===== config.mk =====
export PLATFORM = sky130hd
export DESIGN_NAME = cache_tag_maint_arbiter
export DESIGN_NICKNAME = d
export VERILOG_FILES = /design/src/rtl/cache_tag_maint_arbiter.sv
export SDC_FILE = /design/constraint.sdc
export NUM_CORES = 1
export LEC_CHECK = 0
export BUFFER_PORTS_ARGS = -buffer_cell sky130_fd_sc_hd__buf_2
export CAP_MARGIN = 10
export CORE_MARGIN = 10
export CORE_UTILIZATION = 35
export DETAILED_ROUTE_END_ITERATION = 10
export PLACE_DENSITY = 0.76
export SYNTH_ARGS = -nofsm -noshare
export SYNTH_HDL_FRONTEND = slang
export SYNTH_SLANG_ARGS = --single-unit

===== constraint.sdc =====
create_clock -name HCLK -period 1.55 [get_ports HCLK]
set_clock_uncertainty 0.2 [all_clocks]
set_input_delay 0.31 -clock HCLK [delete_from_list [all_inputs] [get_ports HCLK]]
set_output_delay 0.31 -clock HCLK [all_outputs]
set_load 0.1 [all_outputs]

===== src/rtl/cache_tag_maint_arbiter.sv =====
// Tag-RAM port arbiter for the AHB3 cache: the invalidate-all sweep wins over the
// lookup/fill pipeline, which wins over single-line invalidates.
module cache_tag_maint_arbiter #(
   parameter int unsigned SZ_IDX        = 11,
   parameter int unsigned SZ_TAG        = 19,
   parameter bit          INIT_ON_RESET = 1'b1
) (
   input  logic              HCLK,
   input  logic              HRESETn,
   input  logic              lookup_req,
   input  logic              lookup_we,
   input  logic [SZ_IDX-1:0] lookup_idx,
   input  logic [SZ_TAG-1:0] lookup_tag,
   output logic              lookup_gnt,
   output logic              stall,
   input  logic              inv_req,
   input  logic [SZ_IDX-1:0] inv_idx,
   output logic              inv_ack,
   input  logic              maint_req,
   output logic              maint_busy,
   output logic              maint_done,
   output logic              tram_en,
   output logic              tram_we,
   output logic [SZ_IDX-1:0] tram_idx,
   output logic [SZ_TAG-1:0] tram_wtag,
   output logic              tram_wvalid
);

   typedef enum logic [1:0] {
      IDLE  = 2'd0,
      SWEEP = 2'd1,
      DONE  = 2'd2
   } state_e;

   localparam logic [SZ_IDX-1:0] LAST_IDX = '1;

   state_e            state_q;
   logic [SZ_IDX-1:0] sweep_cnt_q;
   logic [SZ_IDX-1:0] sweep_cnt_d;
   logic              sweep_act;

   assign sweep_cnt_d = sweep_cnt_q + SZ_IDX'(1);

   // Sweep sequencer; maint_req while sweeping restarts from index 0.
   always_ff @(posedge HCLK or negedge HRESETn) begin
      if (!HRESETn) begin
         state_q     <= INIT_ON_RESET ? SWEEP : IDLE;
         sweep_cnt_q <= '0;
      end else begin
         case (state_q)
            IDLE: begin
               if (maint_req) begin
                  state_q     <= SWEEP;
                  sweep_cnt_q <= '0;
               end
            end
            SWEEP: begin
               if (maint_req) begin
                  sweep_cnt_q <= '0;
               end else begin
                  sweep_cnt_q <= sweep_cnt_d;
                  if (sweep_cnt_q == LAST_IDX) state_q <= DONE;
               end
            end
            DONE: begin
               state_q     <= maint_req ? SWEEP : IDLE;
               sweep_cnt_q <= '0;
            end
            default: begin
               state_q     <= IDLE;
               sweep_cnt_q <= '0;
            end
         endcase
      end
   end

   // Grants are qualified by HRESETn so nothing reaches the RAM while reset is held.
   assign sweep_act  = HRESETn && (state_q == SWEEP);
   assign lookup_gnt = HRESETn && lookup_req && !sweep_act;
   assign stall      = HRESETn && lookup_req && !lookup_gnt;
   assign inv_ack    = HRESETn && inv_req && !lookup_req && !sweep_act;
   assign maint_busy = (state_q == SWEEP);
   assign maint_done = (state_q == DONE);

   // Tag-RAM port mux of the granted source.
   always_comb begin
      tram_en     = 1'b0;
      tram_we     = 1'b0;
      tram_idx    = '0;
      tram_wtag   = '0;
      tram_wvalid = 1'b0;
      if (sweep_act) begin
         tram_en  = 1'b1;
         tram_we  = 1'b1;
         tram_idx = sweep_cnt_q;
      end else if (lookup_gnt) begin
         tram_en     = 1'b1;
         tram_we     = lookup_we;
         tram_idx    = lookup_idx;
         tram_wtag   = lookup_tag;
         tram_wvalid = lookup_we;
      end else if (inv_ack) begin
         tram_en  = 1'b1;
         tram_we  = 1'b1;
         tram_idx = inv_idx;
      end
   end

endmodule


==> out/summary.txt, run 1 <==
result of the run - stopped before the end
last stage reached - global routing
Run Error - [ERROR DPL-0038] Utilization greater than 100%, impossible to legalize
Cells after DPL - 267
compound-gate portion of the synthesized area - 21.8%
post-synthesis async set-or-reset flop share - 100%
number of synthesized flops with an enable pin - 0
mean area per synthesized cell - 7.73 µm²
maximum number of pins on one net before global-route repair - 24
share of synthesized area spent on multiplexers - 1.92%
Syn Nets - 183
clock sink count - 13
synthesis warning total - 0
combined area of all synthesized cells - 1040 µm²
worst-case clock buffer depth - 2
Root Buffer - clkbuf_4
worst endpoint left by the global-route repair_timing run - tram_idx[4]
buffers added on ports - 84
xor and xnor fraction of the mapped netlist area - 3.36%
Post-Synthesis Cells - 135
worst endpoint kind after the last repair - primary output
flops & latches, synth - 13
number of H-tree branching levels - 1
number of buffers created by CTS - 3
overall die height - 74.6 µm
Post-DP Area - 2470 µm²
count of boundary I/O pins - 85
share of synthesized area occupied by flip-flops and latches - 31.3%
most used flip-flop cell after synthesis - dfrtp_1
count of unique library cells instantiated by Yosys - 32
initial core utilization - 37.2%
area share of fa/ha/maj cells after synthesis - 1.20%
DP HPWL - 4520 µm
main combinational cell family by area after synthesis - simple AND/OR/NAND/NOR gates
simple logic cell fraction of the synthesized area - 36.3%
routability congestion estimate - 0.855
FP Rows - 19
Die Span X - 74.6 µm
[Yosys cell counts, drive strengths merged, types with 3 or more instances]
cell type / number / share of area, %
and2: 22 / 13
nor2: 18 / 6.5
a21oi: 16 / 7.7
a22oi: 12 / 8.6
dfrtp: 12 / 29
clkbuf: 7 / 2.5
nand2: 6 / 2.2
nand4: 5 / 3.6
inv: 3 / 1.1
nand3: 3 / 1.9
o21ai: 3 / 1.4
or3: 3 / 1.8
xor2: 3 / 2.5
[timing repair]
action | 4_1_cts
gates resized for setup | 26
pin swaps | 8
setup endpoints to repair | 44
hold endpoints to repair | 12
setup buffers | 7
hold buffers | 3
[through the flow]
stage | hold WS (ps) | setup WS (ps) | TNS (ps)
CTS | 59.7 | -562 | -19200
detailed placement | 87.0 | -343 | -9760
floorplan | -186 | -746 | -20870
global placement | 73.2 | -309 | -8600
[cells by family after synthesis]
kind of cell               after synthesis
DFF                                     13
adders and majority gates                1
buffers and inverters                   11
xor gates and xnor gates                 4
and+or+nand+nor                         68
AOI/OAI and AO/OA                       36
muxes                                    2
==> inputs of run 2 (changes only) <==
- CORE_AREA: unset -> 10 10 71 73
- CORE_MARGIN: 10 -> unset
- CORE_UTILIZATION: 35 -> unset
- DIE_AREA: unset -> 0 0 81 83
- PLACE_DENSITY: 0.76 -> unset
- PLACE_DENSITY_LB_ADDON: unset -> 0.15
- clock period: 1.55 -> 2 ns (I/O delays scaled with it)
==> run 2 against run 1 <==
Against the previous run:
- the flow now finishes, with violations (negative setup slack)
- synthesized cell count did not move
- area after synthesis stayed put
==> out/summary.txt, run 2 <==
result of the run - finished, violations left (was stopped before the end)
violated checks - negative setup slack
mean area per synthesized cell - 7.73 µm² (unchanged)
commonest cells after routing, fill and taps aside - buf_2, buf_12, and2_4
Final Cell Area - 2660 µm²
leakage power - 1.18 nW
transition time at the pin with the least slew margin - 357 ps
sequential share of power - 29.2%
combined area of all synthesized cells - 1040 µm² (unchanged)
worst-path maximum fanout - 18
initial core utilization - 28.7% (was 37.2%)
RSZ-0062 raised after global routing - yes
Worst EP arrival - 1600 ps
antenna violations before repair - 0
total setup violations reported at the end of the flow - 34
largest registers in the final layout - sweep_cnt_q x11, state_q x2
peak supply drop - 401 µV
power per unit of standard cell area - 360 nW/µm²
number of buffers created by CTS - 3 (unchanged)
most common cell after layout, fill and taps aside - buf_2
remaining antenna violation count - 0
Synth top cells by count - and2_1, nor2_1, a21oi_1 (unchanged)
routability congestion estimate - 0.802 (was 0.855)
highest cell delay on the worst timing path - 560 ps
Most flops, register - sweep_cnt_q
worst setup slack after placement - -248 ps (was -343 ps)
combinational share of power - 47.2%
most used flip-flop cell after synthesis - dfrtp_1 (unchanged)
synthesis warning total - 0 (unchanged)
global-route wire length before repair - 8140 µm
CP Data Required Time - 1400 ps
final worst setup slack - -198 ps
Inserted Diodes - 0
number of remaining DRC errors - 0
buffers added on ports - 84 (unchanged)
ratio of final minimum period to clock period - 110%
post-synthesis async set-or-reset flop share - 100% (unchanged)
endpoint class of the critical path - primary output
detailed-route via count - 1447
worst-case clock buffer depth - 2 (unchanged)
flops & latches, synth - 13 (unchanged)
share of synthesized area occupied by flip-flops and latches - 31.3% (unchanged)
fraction of final layout cells with drive strength greater than 1 - 69.7%
count of boundary I/O pins - 85 (unchanged)
number of synthesized flops with an enable pin - 0 (unchanged)
cell with the most instances on the worst path - buf_12
clock-pin slew of the registers on the worst-case setup and hold paths - 50 ps
area enclosed by the die boundary - 6720 µm²
Largest register FFs - 11
clock tree from TritonCTS - done
DRT Wirelength - 5280 µm
final number of max-transition violations - 0
count of unique library cells instantiated by Yosys - 32 (unchanged)
Vias per Instance - 4.96
Layout Area Growth over Synthesis - 155%
power spent charging and discharging nets - 0.000368 W
crit path kind - flop to primary output
max-slew headroom at the worst pin - 76.2%
proportion of power drawn by the clock network - 23.6%
number of hold violations in the final report - 0
top area cells in the synthesized netlist - dfrtp_1, and2_1, a22oi_1 (unchanged)
max-cap violations - 0
hold path startpoint - maint_req
cell-by-cell listing of the critical path - nand3b_1 -> buf_12 -> buf_4 -> a21oi_4 -> buf_12
Die Span X - 81 µm (was 74.6 µm)
all-layer global routing usage - 14.8%
overall die height - 83 µm (was 74.6 µm)
wire per inst - 18.1 µm
Critical Path Source - state_q[0]
library cell with the largest summed area after synthesis - dfrtp_1 (unchanged)
number of DRC markers in iteration 0 - 42
gr ovfl total - 0
Syn Nets - 183 (unchanged)
first-pass iteration count of the detailed router - 4
clock sink count - 13 (unchanged)
Post-DP Area - 2360 µm² (was 2470 µm²)
Switching Share - 38.4%
maximum number of pins on one net before global-route repair - 19
clock insertion delay at the later pin of the skew report - 240 ps
worst min-delay path category - primary input to flop
core occupancy in the finished layout - 73.2%
final period demand of the worst path - 2200 ps
internal power - 0.000591 W
Fillers - 246
kind of start point of the critical path - flop
number of H-tree branching levels - 1 (unchanged)
beginning of the worst register-to-register path - state_q[0]
Post-Synthesis Cells - 135 (unchanged)
FP Rows - 22 (was 19)
top-area cell type share of the netlist area - 28.8% (unchanged)
DP HPWL - 4170 µm (was 4520 µm)
standard cell core area - 3630 µm²
timing-limited maximum frequency - 455 MHz
crit path max-delay cell type - dfstp_2
via count of the first global-routing pass - 1525
Root Buffer - clkbuf_8 (was clkbuf_4)
total number of nets in the final design - 293
most numerous cell in the Yosys netlist - and2_1 (unchanged)
-- run 2: metrics by stage --
| stage | instances | TNS, ps | hold slack [ps] | power [W] |
|---|---|---|---|---|
| after floorplan | 135 | -8630 | -95.6 | 0.000528 |
| after global placement | 277 | -2600 | 156 | 0.000678 |
| after detailed placement | 277 | -3580 | 157 | 0.000684 |
| after CTS | 291 | -4200 | 209 | 0.000962 |
| after global routing | 292 | -5960 | 213 | 0.00100 |
| final | 292 | -3930 | 210 | 0.000959 |
-- run 2: final cells by class --
| class | instances | area, µm² | area share (%) |
|---|---|---|---|
| clock buffers | 4 | 45.0 | 1.69 |
| inverters | 3 | 13.8 | 0.517 |
| multi-input cells | 111 | 942 | 35.4 |
| flip-flops and latches | 13 | 328 | 12.3 |
| well taps | 48 | 60.1 | 2.26 |
| repair buffers | 113 | 1270 | 47.8 |
-- run 2: kinds of logic after synthesis --
| kind of cell | Yosys count | synth area share, % |
|---|---|---|
| xor+xnor | 4 | 3.36 |
| buf+inv | 11 | 4.08 |
| mux | 2 | 1.92 |
| fa+ha+maj | 1 | 1.20 |
| simple gates | 68 | 36.3 |
| compound gates | 36 | 21.8 |
| flops | 13 | 31.3 |
-- run 2: path summary, 6_finish.rpt --
check / to / slack, ps / depth (start not counted)
setup / recovery: tram_idx[4] / -200 / 5
hold / removal: state_q[0] / 210 / 3
setup reg to reg: sweep_cnt_q[9] / 240 / 4
hold reg to reg: state_q[0] / 380 / 2
max in group asynchronous: state_q[0] / 820 / 3
min in group asynchronous: sweep_cnt_q[0] / 490 / 3
-- run 2: critical path: cells and delay by family, from the launching register on --
kind	cells	cell delay, ps
buffers and inverters	3	540
AND/OR/NAND/NOR	1	130
AO/OA/AOI/OAI	1	140
flip-flops	1	560
-- run 2: power groups by stage --
| stage | sequential, W | combinational (W) | clock (W) |
|---|---|---|---|
| after global placement | 0.000282 | 0.000396 | 0 |
| after detailed placement | 0.000282 | 0.000402 | 0 |
| after global routing | 0.000281 | 0.000473 | 0.000247 |
| final | 0.000280 | 0.000453 | 0.000226 |
| after CTS | 0.000280 | 0.000451 | 0.000232 |
| after floorplan | 0.000280 | 0.000248 | 0 |
-- run 2: routing by layer --
layer  track usage (%)  vias to the layer above  part of all wire [%]  wire, µm
li1                  -                      704                     -         -
met3              3.99                        2                   9.1       481
met1              17.7                      670                    41      2140
met4              1.56                        0                  0.40        21
met2              25.9                       71                    50      2630
met5                 0                        -                     0         0
-- run 2: timing repair --
action,4_1_cts,5_1_grt
hold endpoints to repair,12,0
cloned,2,0
setup buffers,7,1
hold buffers,1,0
pin swaps,2,1
endpoints found under the setup margin,34,37
gates resized for setup,47,1
No activity file was read; power rests on OpenSTA's default activity.
